<file path="config.mk">
export PLATFORM = sky130hd
export DESIGN_NAME = link_controller
export DESIGN_NICKNAME = d
export VERILOG_FILES = /design/src/rtl/link_controller.sv
export SDC_FILE = /design/constraint.sdc
export NUM_CORES = 1
export LEC_CHECK = 0
export BUFFER_PORTS_ARGS = -buffer_cell sky130_fd_sc_hd__buf_2
export CAP_MARGIN = 5
export CORE_MARGIN = 2
export CORE_UTILIZATION = 45
export CTS_CLUSTER_DIAMETER = 60
export CTS_CLUSTER_SIZE = 10
export DETAILED_ROUTE_END_ITERATION = 6
export GPL_TIMING_DRIVEN = 0
export PLACE_DENSITY_LB_ADDON = 0.1
export SLEW_MARGIN = 20
export SYNTH_ARGS = -nofsm -noshare
export SYNTH_HDL_FRONTEND = slang
export SYNTH_SLANG_ARGS = --single-unit
</file>
<file path="constraint.sdc">
create_clock -name clk -period 4.3 [get_ports clk]
set_clock_uncertainty 0.1 [all_clocks]
set_input_delay 0.215 -clock clk [delete_from_list [all_inputs] [get_ports clk]]
set_output_delay 0.215 -clock clk [all_outputs]
set_load 0.02 [all_outputs]
</file>
<file path="src/rtl/link_controller.sv">
// Two-board link sequencer: framed TX of local flags, framed RX of peer flags, timeout/error supervision.
// Define LINK_LOOPBACK_EN to feed the RX path from the internal tx instead of the rx port.
module link_controller #(
    parameter int CLK_DIV        = 100,
    parameter int TIMEOUT_FRAMES = 16
) (
    input  logic       clk,
    input  logic       reset,
    input  logic       send_connect,
    input  logic       send_start,
    input  logic       send_game_finish,
    input  logic       rx,
    output logic       tx,
    output logic       receive_connect,
    output logic       receive_start,
    output logic       receive_game_finish,
    output logic       link_up,
    output logic [7:0] frame_err_cnt
);
    localparam int DIV_W     = $clog2(CLK_DIV);
    localparam int TMO_LIMIT = TIMEOUT_FRAMES * 8 * CLK_DIV;
    localparam int TMO_W     = $clog2(TMO_LIMIT);
    localparam logic [DIV_W-1:0] DIV_LAST  = DIV_W'(CLK_DIV - 1);
    localparam logic [DIV_W-1:0] HALF_LAST = DIV_W'(CLK_DIV / 2 - 1);
    localparam logic [TMO_W-1:0] TMO_LAST  = TMO_W'(TMO_LIMIT - 1);

    typedef enum logic [1:0] {TIDLE, TBIT, TGAP} tx_state_e;
    typedef enum logic [2:0] {RIDLE, RSTART, RDATA, RPAR, RSTOP} rx_state_e;

    tx_state_e        tx_state_q, tx_state_d;
    logic [DIV_W-1:0] tx_cnt_q, tx_cnt_d;
    logic [2:0]       tx_bit_q, tx_bit_d;
    logic [5:0]       tx_frame_q, tx_frame_d;
    logic [5:0]       new_frame;

    assign new_frame = {1'b1, ^{send_game_finish, send_start, send_connect},
                        send_game_finish, send_start, send_connect, 1'b0};

    always_comb begin
        tx_state_d = tx_state_q;
        tx_cnt_d   = tx_cnt_q;
        tx_bit_d   = tx_bit_q;
        tx_frame_d = tx_frame_q;
        case (tx_state_q)
            TIDLE: begin
                tx_state_d = TBIT;
                tx_cnt_d   = '0;
                tx_bit_d   = '0;
                tx_frame_d = new_frame;
            end
            TBIT: begin
                if (tx_cnt_q == DIV_LAST) begin
                    tx_cnt_d = '0;
                    if (tx_bit_q == 3'd5) begin
                        tx_state_d = TGAP;
                        tx_bit_d   = '0;
                    end else begin
                        tx_bit_d = tx_bit_q + 3'd1;
                    end
                end else begin
                    tx_cnt_d = tx_cnt_q + 1'b1;
                end
            end
            TGAP: begin
                if (tx_cnt_q == DIV_LAST) begin
                    tx_cnt_d = '0;
                    if (tx_bit_q == 3'd1) begin
                        // flags are sampled only here, so mid-frame changes wait a frame
                        tx_state_d = TBIT;
                        tx_bit_d   = '0;
                        tx_frame_d = new_frame;
                    end else begin
                        tx_bit_d = tx_bit_q + 3'd1;
                    end
                end else begin
                    tx_cnt_d = tx_cnt_q + 1'b1;
                end
            end
            default: tx_state_d = TIDLE;
        endcase
    end

    always_ff @(posedge clk or posedge reset) begin
        if (reset) begin
            tx_state_q <= TIDLE;
            tx_cnt_q   <= '0;
            tx_bit_q   <= '0;
            tx_frame_q <= 6'h3F;
        end else begin
            tx_state_q <= tx_state_d;
            tx_cnt_q   <= tx_cnt_d;
            tx_bit_q   <= tx_bit_d;
            tx_frame_q <= tx_frame_d;
        end
    end

    // Decoded from state so an async reset forces the line idle immediately.
    assign tx = (tx_state_q == TBIT) ? tx_frame_q[tx_bit_q] : 1'b1;

    logic rx_src;
`ifdef LINK_LOOPBACK_EN
    assign rx_src = tx;
`else
    assign rx_src = rx;
`endif

    rx_state_e        rx_state_q, rx_state_d;
    logic [DIV_W-1:0] rx_cnt_q, rx_cnt_d;
    logic [1:0]       rx_bit_q, rx_bit_d;
    logic [2:0]       rx_data_q, rx_data_d;
    logic             rx_par_q, rx_par_d;
    logic             rx_s1_q, rx_s2_q, rx_prev_q;
    logic             frame_ok, frame_bad;

    always_comb begin
        rx_state_d = rx_state_q;
        rx_cnt_d   = rx_cnt_q;
        rx_bit_d   = rx_bit_q;
        rx_data_d  = rx_data_q;
        rx_par_d   = rx_par_q;
        frame_ok   = 1'b0;
        frame_bad  = 1'b0;
        case (rx_state_q)
            RIDLE: begin
                // edge-triggered, so a stuck-low line yields a single error
                if (rx_prev_q && !rx_s2_q) begin
                    rx_state_d = RSTART;
                    rx_cnt_d   = '0;
                end
            end
            RSTART: begin
                if (rx_cnt_q == HALF_LAST) begin
                    rx_cnt_d   = '0;
                    rx_bit_d   = '0;
                    rx_state_d = rx_s2_q ? RIDLE : RDATA;
                end else begin
                    rx_cnt_d = rx_cnt_q + 1'b1;
                end
            end
            RDATA: begin
                if (rx_cnt_q == DIV_LAST) begin
                    rx_cnt_d            = '0;
                    rx_data_d[rx_bit_q] = rx_s2_q;
                    if (rx_bit_q == 2'd2) rx_state_d = RPAR;
                    else                  rx_bit_d   = rx_bit_q + 2'd1;
                end else begin
                    rx_cnt_d = rx_cnt_q + 1'b1;
                end
            end
            RPAR: begin
                if (rx_cnt_q == DIV_LAST) begin
                    rx_cnt_d   = '0;
                    rx_par_d   = rx_s2_q;
                    rx_state_d = RSTOP;
                end else begin
                    rx_cnt_d = rx_cnt_q + 1'b1;
                end
            end
            RSTOP: begin
                if (rx_cnt_q == DIV_LAST) begin
                    rx_cnt_d   = '0;
                    rx_state_d = RIDLE;
                    if (rx_s2_q && (rx_par_q == ^rx_data_q)) frame_ok  = 1'b1;
                    else                                     frame_bad = 1'b1;
                end else begin
                    rx_cnt_d = rx_cnt_q + 1'b1;
                end
            end
            default: rx_state_d = RIDLE;
        endcase
    end

    logic [2:0]       recv_q, recv_d;
    logic             link_q, link_d;
    logic [TMO_W-1:0] tmo_q, tmo_d;
    logic [7:0]       err_q, err_d;

    always_comb begin
        recv_d = recv_q;
        link_d = link_q;
        tmo_d  = tmo_q;
        err_d  = err_q;
        // a valid frame takes priority over a simultaneous expiry
        if (frame_ok) begin
            recv_d = rx_data_q;
            link_d = 1'b1;
            tmo_d  = '0;
        end else if (link_q) begin
            if (tmo_q == TMO_LAST) begin
                link_d = 1'b0;
                recv_d = '0;
                tmo_d  = '0;
            end else begin
                tmo_d = tmo_q + 1'b1;
            end
        end
        if (frame_bad && (err_q != 8'hFF)) err_d = err_q + 8'd1;
    end

    always_ff @(posedge clk or posedge reset) begin
        if (reset) begin
            rx_s1_q    <= 1'b1;
            rx_s2_q    <= 1'b1;
            rx_prev_q  <= 1'b1;
            rx_state_q <= RIDLE;
            rx_cnt_q   <= '0;
            rx_bit_q   <= '0;
            rx_data_q  <= '0;
            rx_par_q   <= 1'b0;
            recv_q     <= '0;
            link_q     <= 1'b0;
            tmo_q      <= '0;
            err_q      <= '0;
        end else begin
            rx_s1_q    <= rx_src;
            rx_s2_q    <= rx_s1_q;
            rx_prev_q  <= rx_s2_q;
            rx_state_q <= rx_state_d;
            rx_cnt_q   <= rx_cnt_d;
            rx_bit_q   <= rx_bit_d;
            rx_data_q  <= rx_data_d;
            rx_par_q   <= rx_par_d;
            recv_q     <= recv_d;
            link_q     <= link_d;
            tmo_q      <= tmo_d;
            err_q      <= err_d;
        end
    end

    assign receive_connect     = recv_q[0];
    assign receive_start       = recv_q[1];
    assign receive_game_finish = recv_q[2];
    assign link_up             = link_q;
    assign frame_err_cnt       = err_q;
endmodule
</file>
# --- Word-level counts from Yosys, hierarchy flattened ---
# Cells that the tools add are included.
word_totals:
  wordCells: 130
  register_bits: 63
classes:
  add_sub_neg: 6
  n_mux: 52
  n_reduce_logical: 27
  order_cmp: 3
  eq_ne: 26
op_table:
  columns: ["operator", "n"]
  rows:
  - ["14-bit two-way mux", 3]
  - ["3-bit two-way mux", 13]
  - ["7-bit two-way mux", 4]
  - ["2-bit inequality test, second input constant", 11]
  - ["7-bit one-hot mux with 3 select lines", 1]
  - ["2-bit two-way mux", 8]
  - ["3-bit one-hot mux with 5 select lines", 1]
  - ["14-bit by 1-bit adder with 14-bit output, second input constant", 1]
  - ["7-bit by 1-bit adder with 7-bit output, second input constant", 2]
  - ["14-bit equality test, second input constant", 1]
  - ["7-bit equality test, second input constant", 2]
  - ["7-bit one-hot mux with 2 select lines", 1]
  - ["1-bit two-way mux", 12]
  - ["6-bit two-way mux", 2]
  - ["6-bit one-hot mux with 2 select lines", 1]
  - ["2-bit nonzero test", 5]
  - ["3-bit one-hot mux with 3 select lines", 1]
  - ["8-bit by 1-bit adder with 8-bit output, second input constant", 1]
  - ["8-bit inequality test, second input constant", 1]
  - ["2-bit AND reduction", 4]
  - ["4-bit AND reduction", 2]
  - ["7-bit by 6-bit equality test with 1-bit output, second input constant", 1]
  - ["3-bit by 1-bit equality test with 1-bit output, second input constant", 2]
  - ["3-bit by 2-bit equality test with 1-bit output, second input constant", 2]
  - ["other kinds (24)", 32]

# --- Depth between registers and ports, before layout ---
logic_depth:
  word_depth: 8
  mapped_depth: 7

# --- Worst setup path after synthesis ---
# Ideal clock, no wire load.
synth_timing:
  kind: "register -> register"
  from: "reg rx_s2_q"
  to: "reg rx_cnt_q[5]"
  arrival_time_ns: 1.673
  n_path_buf: 1
  path_stages_with_launch: 7
  period_less_slack_ns: 1.907
  slack_ns: 2.393
  path_cell_list: "dfstp_2 > buf_6 > nand2b_1 > nor4b_1 > nor4_1 > xnor2_1 > nor2_1"
synth_between:
  elab_chain_cells: 4
synth_lines:
  columns: ["element", "line", "rtl"]
  rows:
  - ["start, declared", "112", "logic rx_s1_q, rx_s2_q, rx_prev_q;"]
  - ["start signal, assigned", "216", "rx_s2_q <= rx_s1_q;"]
  - ["1-bit logical NOT", "126", "if (rx_prev_q && !rx_s2_q) begin"]
  - ["1-bit logical AND", "126", null]
  - ["2-bit inequality test (no line)", null, null]
  - ["2-bit AND reduction (no line)", null, null]
  - ["end signal, assigned", "219", "rx_cnt_q <= rx_cnt_d;"]
  - ["end, declared", "108", "logic [DIV_W-1:0] rx_cnt_q, rx_cnt_d;"]
# No other way between the ends.
# A chain may end at the register's enable or synchronous reset.

# --- Worst setup path in the final report ---
# Same ends and word-level chain as after synthesis.

==> results.yml <==
run_status:
  status: "completed"
cts:
  clk_pin_slew_worst_paths_ps: 60
  numCtsBuffers: 9
  cts-root-buf: "clkbuf_8"
  clkLatencyLatePin_ps: 350
  clockBufferDepth: 2
  htreeDepth: 3
  cts_resized: 0
  clkSinkCount: 62
  cts_tree: "done"
  ctsHoldBuffers: 2
  postCtsSetupBuffers: 0
routing:
  routedWlPerCell_um: 13.7
  drc: 0
  vias: 2471
  drtIter0Drc: 125
  wl_um: 6380
  drtAntennaViolNets: 0
  vias_per_cell: 5.30
  drtPass1Iterations: 4
setup_path:
  crit_type: "register to register"
  slowest_stage: "nor4b_1"
  end_kind: "register"
  cp_top_family: "simple AND/OR/NAND/NOR gates"
  cp-start-kind: "register"
  cp_max_fo: 10
  cp.required_ps: 4410
  cp_cell_sequence: "buf_6 > nand2b_1 > nor4b_1 > nor4_1 > xnor2_1 > nor2_1"
  worst_path_largest_cell_delay_ps: 770
  crit_buf_inv: 1
  crit_arrival_ps: 2360
layout:
  synthToLayoutAreaGrowth_pct: 12.7
  n_fill_cell: 685
  drive_gt1_share_pct: 19.3
  regArea_um2: 1560
  fin_util_pct: 52.1
  diodes: 0
  final_nets: 382
  multi_input_area_um2: 1710
placed_design:
  port_buffers: 18
  gp_congestion: 0.798
  dp_hpwl_um: 4500
sta:
  rsz0062_at_grt: "false"
  finalCriticalPeriod_ps: 2250
  fin_tns_setup_ps: 0
  relSlewSlack_pct: 37.4
  max_freq_mhz: 445
  timing.final.crit_share_pct: 52.3
  tightest_slew_ps: 925
  hold_viol: 0
  slew_viol_final: 0
  setup_violations: 0
synthesis:
  synth-edff-count: 0
  synth_top_area_share_pct: 40.3
  syn_area_um2: 3350
  synth-seq-area-share_pct: 46.5
  synthTopCellsByCount: "dfrtp_1 (54), nand2_1 (35), o21ai_0 (20)"
  ys_warn_count: 0
  syn-num-nets: 350
  yosys.cell_types.count: 53
  ys_seq_elements: 62
  synth-main-ff-cell: "dfrtp_1"
  syn_avg_cell_area_um2: 10.2
  synth.largest_area_cell: "dfrtp_1"
  synthTopCellsByArea: "dfrtp_1 (40%), dfstp_2 (6.3%), ha_1 (5.2%)"
  synthArstFlopShare_pct: 100
  yosysMostFrequentCell: "dfrtp_1"
  synthCells: 330
die:
  start_util_pct: 46.2
  num_rows: 31
  dieArea_um2: 8160
  die_w_um: 90.3
  core_area_um2: 7250
  pin_count: 19
  die_y_um: 90.3
power:
  finalPower_w: 0.00113
  netSwitchingPower_w: 0.000270
  pwr-share-seq_pct: 54.7
  p_comb_share_pct: 6.0
  switching_share_pct: 24.0
  p_leak_nw: 1.70
  clock_power_share_pct: 39.3
  vdd_drop_max_mv: 0.122
  internal-power_w: 0.000856
  power_density_nw_per_um2: 298
grt:
  grt.total_usage_pct: 17.1
  grt_overflow_total: 0
  grt_max_degree: 51
  grt_pass1_wl_um: 11200
  grt_antenna_before_repair: 0
  grt_pass1_vias: 2393
run:
  maxCapViolCount: 0
min_path:
  min_path_type: "input pin to register"
-- kinds of logic after synthesis --
| logic type | share of synthesized area (%) |
|---|---|
| XOR/XNOR | 6.49 |
| AO/OA/AOI/OAI | 11.3 |
| AND/OR/NAND/NOR | 22.3 |
| adder cells (fa/ha/maj) | 5.22 |
| buffers and inverters | 2.57 |
| multiplexers | 5.56 |
| flip-flops | 46.5 |
-- layer usage --
layer	vias up	wire (um)	track usage, %
met5	-	0	0
met4	0	105	7.82
met3	10	224	4.92
met2	28	2920	26.2
met1	1196	3130	22.4
li1	1237	-	-
-- through the flow --
step,cell area [um2],instances,worst slack (ps),hold WS (ps)
after floorplan,3350,330,2390,119
after global placement,3570,447,1590,221
after detailed placement,3600,448,2060,49.1
after CTS,3780,466,2060,19.1
after global routing,3780,466,1870,26.6
final,3780,466,2050,32.8
-- cell type report --
cell class	instances	share of cell area [%]
buffer	8	1.09
clock inverter	2	0.265
inverter	12	1.26
sequential	62	41.3
tap	99	3.28
timing repair buffer	21	3.64
clock buffer	14	4.04
multi-input combinational	248	45.1
-- sequential cells by signal, indices dropped and copies added, names as in the netlist, 3 cells and up --
name           count
recv_q             3
tx_frame_q         5
tmo_q             14
frame_err_cnt      8
tx_bit_q           3
rx_cnt_q           7
rx_data_q          3
rx_state_q         3
tx_cnt_q           7
-- power groups by stage --
| stage | Combinational [W] | Clock (W) | Sequential, W |
|---|---|---|---|
| final | 0.0000671 | 0.000443 | 0.000616 |
| after global routing | 0.0000762 | 0.000485 | 0.000618 |
| after CTS | 0.0000689 | 0.000461 | 0.000616 |
| after detailed placement | 0.0000672 | 0 | 0.000626 |
| after global placement | 0.0000623 | 0 | 0.000626 |
| after floorplan | 0.0000490 | 0 | 0.000623 |
-- cell usage in the layout (no fill, tap or decap), drive strengths merged, types with 7 or more instances in the layout --
cell type and count:
nor2 19, ha 14, and3 7, dfstp 8, nand3 15, dfrtp 54, nand2b 7, inv 12
o21ai 20, mux2 13, xnor2 17, nand4 10, nand2 36, clkbuf 18, xor2 7, a21oi 15
buf 23
-- worst paths after layout --
| path | slack [ps] | cells past startpoint | end | from |
|---|---|---|---|---|
| min reg2reg | 260 | 0 | rx_s2_q | rx_s1_q |
| min in group asynchronous | 230 | 3 | tx_cnt_q[2] | reset |
| max | 2050 | 6 | rx_cnt_q[5] | rx_s2_q |
| max reg2reg | 2050 | 6 | rx_cnt_q[5] | rx_s2_q |
| max in group asynchronous | 3320 | 4 | tx_frame_q[1] | reset |
| min | 30 | 2 | tx_frame_q[3] | send_game_finish |
(Power assumes the default switching activity.)
